## src/rtl/pmic_pkg.sv

```systemverilog
// Shared definitions for the PMod MIC capture front-end: FSM encoding and ADC frame geometry.
package pmic_pkg;

    typedef enum logic [1:0] {
        IDLE  = 2'd0,
        START = 2'd1,
        SHIFT = 2'd2,
        STOP  = 2'd3
    } pmic_state_t;

    localparam int PMIC_FRAME_BITS = 16;
    localparam int PMIC_LEAD_ZEROS = 4;
    localparam int PMIC_BW         = 12;

endpackage

```

## src/rtl/pmic_tick_gen.sv

```systemverilog
// Sample-rate tick: reload-down-counter held at full count while disabled, one-cycle tick at zero.
// First tick lands CLKS_PER_SAMPLE-1 cycles after i_en rises, then every CLKS_PER_SAMPLE cycles.
module pmic_tick_gen #(
    parameter int CLKS_PER_SAMPLE = 2500
) (
    input  logic i_clk,
    input  logic i_rst,
    input  logic i_en,
    output logic o_tick
);

    localparam int CW = $clog2(CLKS_PER_SAMPLE);
    localparam logic [CW-1:0] RELOAD = CW'(CLKS_PER_SAMPLE - 1);

    logic [CW-1:0] cnt_q, cnt_d;

    always_comb begin
        cnt_d = cnt_q;
        if (!i_en || cnt_q == '0) begin
            cnt_d = RELOAD;
        end else begin
            cnt_d = cnt_q - CW'(1);
        end
    end

    always_ff @(posedge i_clk) begin
        if (i_rst) begin
            cnt_q <= RELOAD;
        end else begin
            cnt_q <= cnt_d;
        end
    end

    assign o_tick = i_en && (cnt_q == '0);

endmodule

```

## src/rtl/pmic_capture.sv

```systemverilog
// PMod MIC ADC front-end: CS/SCLK generation, 16-bit frame deserialise, one-cycle FIFO write per sample.
// Write strobe lands 33*SCLK_DIV+1 cycles after a tick; a full FIFO drops the sample and sets o_ovr. PMIC_ZERO_CHECK_EN adds leading-zero checking.
module pmic_capture
    import pmic_pkg::*;
#(
    parameter int BW              = PMIC_BW,
    parameter int CLKS_PER_SAMPLE = 2500,
    parameter int SCLK_DIV        = 2
) (
    input  logic          i_clk,
    input  logic          i_rst,
    input  logic          i_en,
    input  logic          i_fifo_full,
    output logic          o_csn,
    output logic          o_sck,
    input  logic          i_miso,
    output logic          o_wr,
    output logic [BW-1:0] o_data,
    output logic [15:0]   o_count,
    output logic          o_ovr,
    output logic          o_err
);

    if (CLKS_PER_SAMPLE < 34 * SCLK_DIV + 2) begin : g_bad_rate
        $error("pmic_capture: CLKS_PER_SAMPLE must be >= 34*SCLK_DIV+2");
    end
    if (SCLK_DIV < 2) begin : g_bad_div
        $error("pmic_capture: SCLK_DIV must be >= 2");
    end
    if (BW != PMIC_BW) begin : g_bad_bw
        $error("pmic_capture: BW is fixed by the ADC at 12");
    end

    // The leading-zero bits only need to be retained when they are checked.
`ifdef PMIC_ZERO_CHECK_EN
    localparam int SHIFT_W = PMIC_FRAME_BITS;
`else
    localparam int SHIFT_W = PMIC_BW;
`endif
    localparam int HW  = $clog2(SCLK_DIV);
    localparam int BCW = $clog2(PMIC_FRAME_BITS);
    localparam logic [HW-1:0]  HP_LAST  = HW'(SCLK_DIV - 1);
    localparam logic [BCW-1:0] BIT_LAST = BCW'(PMIC_FRAME_BITS - 1);

    pmic_state_t        state_q, state_d;
    logic [HW-1:0]      hp_q, hp_d;
    logic               phase_q, phase_d;
    logic [BCW-1:0]     bit_q, bit_d;
    logic [SHIFT_W-1:0] shift_q, shift_d;
    logic [BW-1:0]      data_q, data_d;
    logic [15:0]        count_q, count_d;
    logic               ovr_q, ovr_d;
    logic               err_q, err_d;
    logic               m_q;
    logic               tick, hp_end, bad_frame, csn, sck, wr, wr_ok;

    pmic_tick_gen #(
        .CLKS_PER_SAMPLE(CLKS_PER_SAMPLE)
    ) u_tick (
        .i_clk (i_clk),
        .i_rst (i_rst),
        .i_en  (i_en),
        .o_tick(tick)
    );

    assign hp_end = (hp_q == HP_LAST);

`ifdef PMIC_ZERO_CHECK_EN
    assign bad_frame = (shift_q[SHIFT_W-1 -: PMIC_LEAD_ZEROS] != '0);
`else
    assign bad_frame = 1'b0;
`endif

    always_comb begin
        state_d = state_q;
        hp_d    = hp_q;
        phase_d = phase_q;
        bit_d   = bit_q;
        shift_d = shift_q;
        data_d  = data_q;
        count_d = count_q;
        ovr_d   = ovr_q;
        err_d   = err_q;
        csn     = 1'b1;
        sck     = 1'b1;
        wr      = 1'b0;
        case (state_q)
            IDLE: begin
                hp_d    = '0;
                phase_d = 1'b0;
                bit_d   = '0;
                if (tick) begin
                    state_d = START;
                end
            end
            START: begin
                csn  = 1'b0;
                hp_d = hp_end ? '0 : hp_q + HW'(1);
                if (hp_end) begin
                    state_d = SHIFT;
                end
            end
            SHIFT: begin
                csn  = 1'b0;
                sck  = phase_q;
                hp_d = hp_end ? '0 : hp_q + HW'(1);
                if (hp_end) begin
                    phase_d = ~phase_q;
                    // Sample on the last low cycle, just before SCLK rises.
                    if (!phase_q) begin
                        shift_d = {shift_q[SHIFT_W-2:0], m_q};
                    end else begin
                        bit_d = (bit_q == BIT_LAST) ? '0 : bit_q + BCW'(1);
                        if (bit_q == BIT_LAST) begin
                            state_d = STOP;
                        end
                    end
                end
            end
            STOP: begin
                state_d = IDLE;
                if (bad_frame) begin
                    err_d = 1'b1;
                end
                if (i_fifo_full) begin
                    ovr_d = 1'b1;
                end else if (!bad_frame) begin
                    wr      = 1'b1;
                    data_d  = shift_q[BW-1:0];
                    count_d = count_q + 16'd1;
                end
            end
            default: state_d = IDLE;
        endcase
    end

    always_ff @(posedge i_clk) begin
        if (i_rst) begin
            state_q <= IDLE;
            hp_q    <= '0;
            phase_q <= 1'b0;
            bit_q   <= '0;
            shift_q <= '0;
            data_q  <= '0;
            count_q <= '0;
            ovr_q   <= 1'b0;
            err_q   <= 1'b0;
            m_q     <= 1'b0;
        end else begin
            state_q <= state_d;
            hp_q    <= hp_d;
            phase_q <= phase_d;
            bit_q   <= bit_d;
            shift_q <= shift_d;
            data_q  <= data_d;
            count_q <= count_d;
            ovr_q   <= ovr_d;
            err_q   <= err_d;
            m_q     <= i_miso;
        end
    end

    // The write lands in the STOP cycle itself, so the sample is forwarded alongside the strobe.
    assign wr_ok   = wr && !i_rst;
    assign o_wr    = wr_ok;
    assign o_data  = wr_ok ? shift_q[BW-1:0] : data_q;
    assign o_csn   = csn;
    assign o_sck   = sck;
    assign o_count = count_q;
    assign o_ovr   = ovr_q;
    assign o_err   = err_q;

endmodule

```

## config.mk

```make
export PLATFORM = sky130hd
export DESIGN_NAME = pmic_capture
export DESIGN_NICKNAME = d
export VERILOG_FILES = /design/src/rtl/pmic_pkg.sv /design/src/rtl/pmic_tick_gen.sv /design/src/rtl/pmic_capture.sv
export SDC_FILE = /design/constraint.sdc
export NUM_CORES = 1
export LEC_CHECK = 0
export BUFFER_PORTS_ARGS = -buffer_cell sky130_fd_sc_hd__buf_2
export CAP_MARGIN = 10
export CORE_ASPECT_RATIO = 2
export CORE_MARGIN = 1.5
export CORE_UTILIZATION = 45
export DETAILED_ROUTE_END_ITERATION = 10
export PLACE_DENSITY = 0.69
export SLEW_MARGIN = 0
export SYNTH_ARGS = -nofsm -noshare
export SYNTH_HDL_FRONTEND = slang
export SYNTH_SLANG_ARGS = --single-unit
```

## constraint.sdc

```tcl
create_clock -name i_clk -period 5.2 [get_ports i_clk]
set_input_delay 0.52 -clock i_clk [delete_from_list [all_inputs] [get_ports i_clk]]
set_output_delay 0.52 -clock i_clk [all_outputs]
set_load 0.1 [all_outputs]
```

# After elaboration in Yosys (flattened, before gate mapping)
# Cells that the tools add are included.
dict set report totals {
  regBits 62
  input_bits 5
  output_inout_bits 33
  elab_cells 61
}
dict set report op_classes {
  n_addsub 4
  n_eq_ne 9
  mux 19
  n_bitwise 2
  reduce_logical 17
}
# operator count
set ops {}
lappend ops {{$add 16x1->16 const B} 1}
lappend ops {{$logic_not 12->1} 1}
lappend ops {{$mux 12} 1}
lappend ops {{$mux 4} 3}
lappend ops {{$sub 12x1->12 const B} 1}
lappend ops {{$mux 2} 5}
lappend ops {{$ne 2x2->1 const B} 5}
lappend ops {{$pmux 2 s4} 1}
lappend ops {{$pmux 4 s2} 1}
lappend ops {{$mux 1} 6}
lappend ops {{$reduce_and 2->1} 3}
lappend ops {{$reduce_and 3->1} 2}
lappend ops {{$reduce_and 5->1} 1}
lappend ops {{$add 4x1->4 const B} 1}
lappend ops {{$eq 2x2->1 const B} 2}
lappend ops {{$eq 4x4->1 const B} 1}
lappend ops {{$pmux 1 s2} 2}
lappend ops {{$reduce_bool 2->1} 2}
lappend ops {{$reduce_or 2->1} 2}
lappend ops {{$eq 2x1->1 const B} 1}
lappend ops {{$logic_and 1x1->1} 2}
lappend ops {{$logic_not 1->1} 2}
lappend ops {{$logic_not 2->1} 1}
lappend ops {{$not 1->1} 2}
lappend ops {{other kinds (2)} 2}

# Longest topological paths before layout
# Gate-level depths: netlist of run 1.
dict set report logic_depth {
  ltp_word 5
  mapped_depth 8
  depth_no_buf 6
}

# Hierarchy
# Synthesis of run 1 repeated with hierarchy kept, for this count alone.
dict set report hier_totals {
  cells_unflattened 336
  hier_area_um2 2839.0
}
# mod instances cells_per_inst area_each_um2 seq_area_each_um2
set by_module_without_submodules {}
lappend by_module_without_submodules {pmic_capture 1 265 2212.1 1001.0}
lappend by_module_without_submodules {pmic_tick_gen 1 71 626.9 240.2}

# Least setup slack after synthesis of run 1
# No wires, ideal clock.
dict set report synth_timing {
  path_kind {register to output}
  start {register state_q[0]}
  end {output port o_data[10]}
  arrival_time_ns 2.121
  required_time_ns 4.680
  slack_ns 2.559
  path_stages_with_launch 6
  n_path_buf 1
  path_cell_list {dfxtp_1 ha_1 nand2b_1 nor2_1 buf_2 mux2_2}
}
dict set report synth_between {
  elab_chain_cells 4
}
# element line_no
set synth_rtl {}
lappend synth_rtl {{from (decl)} pmic_capture.sv:45} ;# pmic_state_t state_q, state_d;
lappend synth_rtl {{from (signal assigned)} pmic_capture.sv:150} ;# state_q <= state_d;
lappend synth_rtl {{$eq 2x2->1} pmic_capture.sv:87} ;# case (state_q)
lappend synth_rtl {{$mux 1} pmic_capture.sv:87}
lappend synth_rtl {{$logic_and 1x1->1} pmic_capture.sv:164} ;# assign wr_ok = wr && !i_rst;
lappend synth_rtl {{net o_wr} pmic_capture.sv:17} ;# output logic o_wr,
lappend synth_rtl {{$mux 12} pmic_capture.sv:166} ;# assign o_data = wr_ok ? shift_q[BW-1:0] : data_q;
lappend synth_rtl {{to (decl)} pmic_capture.sv:18} ;# output logic [BW-1:0] o_data,
# The timed path passes the listed nets, and every way through them passes these cells.

# Final worst setup path of run 1
dict set report layout_timing {
  start {register state_q[0]}
  end {output port o_data[0]}
}
dict set report layout_between {
  elab_chain_cells 4
}
# element line_no
set layout_rtl {}
lappend layout_rtl {{$eq 2x2->1} pmic_capture.sv:87}
lappend layout_rtl {{$mux 1} pmic_capture.sv:87}
lappend layout_rtl {{$logic_and 1x1->1} pmic_capture.sv:164}
lappend layout_rtl {{$mux 12} pmic_capture.sv:166}
# No other way between the ends.

==> results of run 1 <==
==> path summary, 6_finish.rpt <==
kind                   startpoint         endpoint  cells past startpoint
setup / recovery       state_q[0]        o_data[0]                      5
hold / removal             i_miso              m_q                      2
setup reg to reg       state_q[0]         bit_q[3]                      6
hold reg to reg   u_tick.cnt_q[0]  u_tick.cnt_q[0]                      1
==> stage by stage <==
stage | cell area [µm²] | setup WS (ns) | power (W)
final | 3310 | 1.65 | 0.00120
after global routing | 3310 | 1.42 | 0.00123
after CTS | 3310 | 1.60 | 0.00121
after detailed placement | 2980 | 1.96 | 0.000563
after global placement | 2980 | 2.00 | 0.000562
after floorplan | 2770 | 2.56 | 0.000551
==> flip-flops by register name (all words and copies together) (netlist names) <==
| name | flops |
|---|---|
| o_ovr | 1 |
| shift_q | 12 |
| data_q | 12 |
| hp_end | 1 |
| bit_q | 4 |
| phase_q | 1 |
| o_count | 16 |
| m_q | 1 |
| state_q | 2 |
| u_tick.cnt_q | 12 |
==> power by group <==
group	switching, W	internal, W
logic	0.0000485	0.0000189
clock network	0.000212	0.000432
registers	0.00000539	0.000480
total	0.000266	0.000931
==> metal layers <==
layer / routed length, µm / vias to the layer above
met5: 0 / -
met4: 148 / 0
met3: 232 / 11
met2: 2960 / 53
met1: 2370 / 1059
li1: - / 1168
==> cell usage after synthesis (4+ instances only) <==
cell      count
nand3_1       7
nor2b_1       6
nand2_1      64
ha_1          7
clkbuf_1     11
mux2_2       13
nor2_1       24
nand4_1       7
a21oi_1      38
inv_1         6
xnor2_1       8
o21ai_0       6
nor3_1        4
dfxtp_1      62
nand2b_1      5
xor2_1        9
and3_1        4
or3_1         5
==> logic make-up (layout without fill, tap and decap cells) <==
logic type               after synthesis  count (layout)  synth area share [%]
multiplexers                          14              14                  5.64
AO/OA/AOI/OAI                         54              54                  11.1
AND/OR/NAND/NOR                      144             144                  26.7
XOR/XNOR                              17              17                  5.37
adder cells (fa/ha/maj)                7               7                  3.16
other                                  1               1                 0.135
buffers and inverters                 22              60                  3.25
flip-flops                            62              62                  44.7
==> layout make-up <==
| class | count | area (µm²) | area share, % |
|---|---|---|---|
| well taps | 63 | 78.8 | 2.38 |
| flip-flops and latches | 62 | 1240 | 37.5 |
| repair buffers | 38 | 195 | 5.90 |
| clock inverters | 5 | 82.6 | 2.50 |
| multi-input cells | 237 | 1440 | 43.6 |
| clock buffers | 11 | 243 | 7.34 |
| inverters | 6 | 22.5 | 0.681 |
==> critical path, cell delays in order, from the launching register on <==
cell and delay [ns]:
dfxtp_1 0.39, ha_1 0.29, nand2b_1 0.34, nor2_1 0.94, mux2_2 0.32, buf_2 0.42
==> flow_summary.ini, run 1 <==
[status]
status = finished, final reports clean

[routing]
via_per_inst = 5.43
vias = 2291
dr.pass1.iters = 4
wl_per_cell_um = 13.5
route.detailed.drc = 0
routed_wirelength_um = 5710
ant_nets = 0
drtIter0Drc = 53

[clocking]
clockBufferDepth = 2
cts_num_sinks = 62
clockRootBuffer = clkbuf_16
insertion_delay_ns = 0.33
cts_hold_buf = 0
cts_tree = built
postCtsSetupRepairBufs = 0
htreeDepth = 3
cts_resized = 0
path_clk_slew_ns = 0.05
cts_buffers = 9

[final_layout]
utilization_pct = 55.5
area_growth_pct = 19.2
layout-drive-gt1-share_pct = 20.6
final_nets = 366
nFillCells = 531
final_common_cell = nand2_1
most-common-layout-cells = nand2_1, dfxtp_1, a21oi_1
num_antenna_cells = 0
final_cells = 422

[timing]
finalSetupViolCount = 0
slew_viol_final = 0
worst_hold_slack_ns = 0.405
fmax_mhz = 281
rsz0062_at_grt = false
slew_headroom_pct = 27.0
hold_viol = 0
finalCritPeriodShare_pct = 68.3
fin_setup_tns_ns = 0
worst_pin_slew_ns = 1.09
fin_skew_ns = 0.00397
period_needed_ns = 3.55

[global_routing]
use_met1_pct = 20.6
grt_first_pass_wirelength_um = 9580
grt_max_degree = 56
grt_pass1_vias = 2118
top_usage_layer = met2
use_met3_pct = 4.31
antenna_found_initial = 0
grt.total_usage_pct = 18.9
overflow = 0
met2_usage_pct = 32.1

[synthesis]
yosysTopAreaCell = dfxtp_1
synthCells = 321
ys.flop_type = dfxtp_1
ys_top_cells_by_area = dfxtp_1, nand2_1, a21oi_1
yosys_register_bits = 62
yosys_warnings = 0
yosysUniqueCellTypes = 41
synth_top_cell_area_share_pct = 44.7
syn_avg_cell_area_um2 = 8.64
syn_area_um2 = 2770
seq_area_frac_synth_pct = 44.7
synth-async-reset-ratio_pct = 0
synth_nets = 333
synth_edf_count = 0

[floorplan]
dieHeight_um = 114
die_w_um = 58.5
rows = 40
io_pins = 38
start_util_pct = 46.6
die_area_um2 = 6670
core_area_um2 = 5960

[place]
place.gp.congestion = 0.790
dp.cells = 406
dpl.hpwl_um = 3840
portBuffers = 36

[power_and_ir_drop]
ir_drop_mv = 0.242
power.density_nw_per_um2 = 362
p_leak_nw = 1.25

[worst_setup_path]
r2r_slack_ns = 3.29
path_class = reg -> out
critPathCaptureType = primary output
critPathMaxFanout = 14
worstPathRequired_ns = 4.68
critPathLaunchType = flop
arrival_ns = 3.03

[worst_hold_path]
hp-class = in -> reg

[job]
drv_cap = 0
(Power assumes the default switching activity.)
==> run 2: changes to the inputs <==
==> constraint.sdc (replaced) <==
create_clock -name i_clk -period 3.65 [get_ports i_clk]
set_input_delay 0.365 -clock i_clk [delete_from_list [all_inputs] [get_ports i_clk]]
set_output_delay 0.365 -clock i_clk [all_outputs]
set_load 0.1 [all_outputs]
==> flow_summary.ini, run 2 (synthesis gave the netlist of run 1 again) <==
[floorplan]
die_w_um = 58.5
dieHeight_um = 114
start_util_pct = 46.6
die_area_um2 = 6670
io_pins = 38
rows = 40
core_area_um2 = 5960

[worst_setup_path]
path_class = reg -> out
r2r_slack_ns = 1.73
max_stage_delay_ns = 0.58
critPathCaptureType = primary output
worstPathCellList = ha_1 > nand2b_1 > nor2_1 > buf_4 > mux2_2 > buf_2
reg2reg_to = shift_q[10]
slowest_stage = nor2_1
r2r-start = state_q[0]
arrival_ns = 2.83
critPathLaunchType = flop
critPathMaxFanout = 14
worstPathRequired_ns = 3.28
critPathTopFamily = simple AND/OR/NAND/NOR gates
worst-path-buf-inv = 2
r2r_cells = 6

[status]
status = finished, final reports clean

[routing]
via_per_inst = 5.43
route.detailed.drc = 0
wl_met2_um = 3010
drtIter0Drc = 54
wl_per_cell_um = 13.6
ant_nets = 0
routed_wirelength_um = 5750
dr.pass1.iters = 4
wl_met1_um = 2380
vias = 2297
wl_met3_um = 228
highest_layer = met4

[timing]
worst_pin_slew_ns = 0.838
slew_headroom_pct = 44.0
worst_slack_ns = 0.452
slew_viol_final = 0
fin_skew_ns = 0.00435
fmax_mhz = 313
rsz0062_at_grt = false
period_needed_ns = 3.20
finalSetupViolCount = 0
finalCritPeriodShare_pct = 87.6
hold_viol = 0
fin_setup_tns_ns = 0

[power_and_ir_drop]
p_leak_nw = 1.24
power.density_nw_per_um2 = 474
ir_drop_mv = 0.439

[job]
drv_cap = 0

[worst_hold_path]
holdPathEnd = m_q
hp-class = in -> reg
min-delay-start = i_miso
worstHoldPathCells = 2

[final_layout]
area_growth_pct = 17.4
final_cells = 423
nFillCells = 552
final_common_cell = nand2_1
largest_register_ffs = 16
num_antenna_cells = 0
layout-drive-gt1-share_pct = 20.8
final_nets = 367
most-common-layout-cells = nand2_1, dfxtp_1, a21oi_1
utilization_pct = 54.7
fin_area_um2 = 3260

[place]
dpl.hpwl_um = 3990
placed_area_um2 = 2990
dp.cells = 407
pre_cts_slack_ns = 0.783
place.gp.congestion = 0.749
portBuffers = 36

[global_routing]
grt.total_usage_pct = 19.1
antenna_found_initial = 0
grt_max_degree = 55
overflow = 0
grt_pass1_vias = 2155
grt_first_pass_wirelength_um = 9670

[clocking]
path_clk_slew_ns = 0.05
insertion_delay_ns = 0.33
cts_hold_buf = 0
clockRootBuffer = clkbuf_16
cts_num_sinks = 62
postCtsSetupRepairBufs = 0
cts_tree = built
clockBufferDepth = 2
htreeDepth = 3
cts_resized = 0
cts_buffers = 9
==> run 2: changes by cell type in the layout (fill, tap and decap cells not counted), sizes merged <==
cell,change
clkinv,+5
clkinvlp,-3
bufinv,-2
buf,+1
==> run 2: per-stage QoR <==
stage / power, W / hold WS (ns)
after CTS: 0.00156 / 0.254
final: 0.00154 / 0.260
after global routing: 0.00159 / 0.259
after detailed placement: 0.000804 / 0.404
after floorplan: 0.000785 / 0.379
after global placement: 0.000801 / 0.396
==> run 2: final cells by class <==
cell class	count	area, µm²	area share, %
clock buffer	11	243	7.46
clock inverter	5	25.0	0.769
inverter	6	22.5	0.692
multi-input combinational	237	1440	44.3
sequential	62	1240	38.1
tap	63	78.8	2.42
timing repair buffer	39	203	6.23
==> run 2: how the worst max path moves through the flow <==
stage | from | to | slack [ns] | cells after the start
CTS | state_q[0] | o_data[11] | 0.41 | 6
floorplan | state_q[0] | o_data[10] | 1.16 | 5
detailed placement | state_q[0] | o_data[11] | 0.78 | 6
finish | state_q[0] | o_data[6] | 0.45 | 6
global route | state_q[1] | o_data[6] | 0.18 | 6
global placement | state_q[0] | o_data[11] | 0.87 | 6
==> run 2: routing by layer <==
layer / global-route usage (%) / up-vias
met5: 0 / -
met4: 10.7 / 0
met3: 5.67 / 10
met2: 31.6 / 36
met1: 21.1 / 1080
li1: - / 1171
==> run 2: report_power, final <==
part,internal (W),total [W],switching (W)
registers,0.000685,0.000692,0.00000719
clock network,0.000470,0.000754,0.000284
logic,0.0000272,0.0000976,0.0000704
==> run 2: worst register-to-register path, stage by stage (launching register included) <==
cell	delay, ns
dfxtp_1	0.33
inv_1	0.10
ha_1	0.38
nand2_1	0.11
nor2_1	0.65
nand2_1	0.14
a21oi_1	0.14
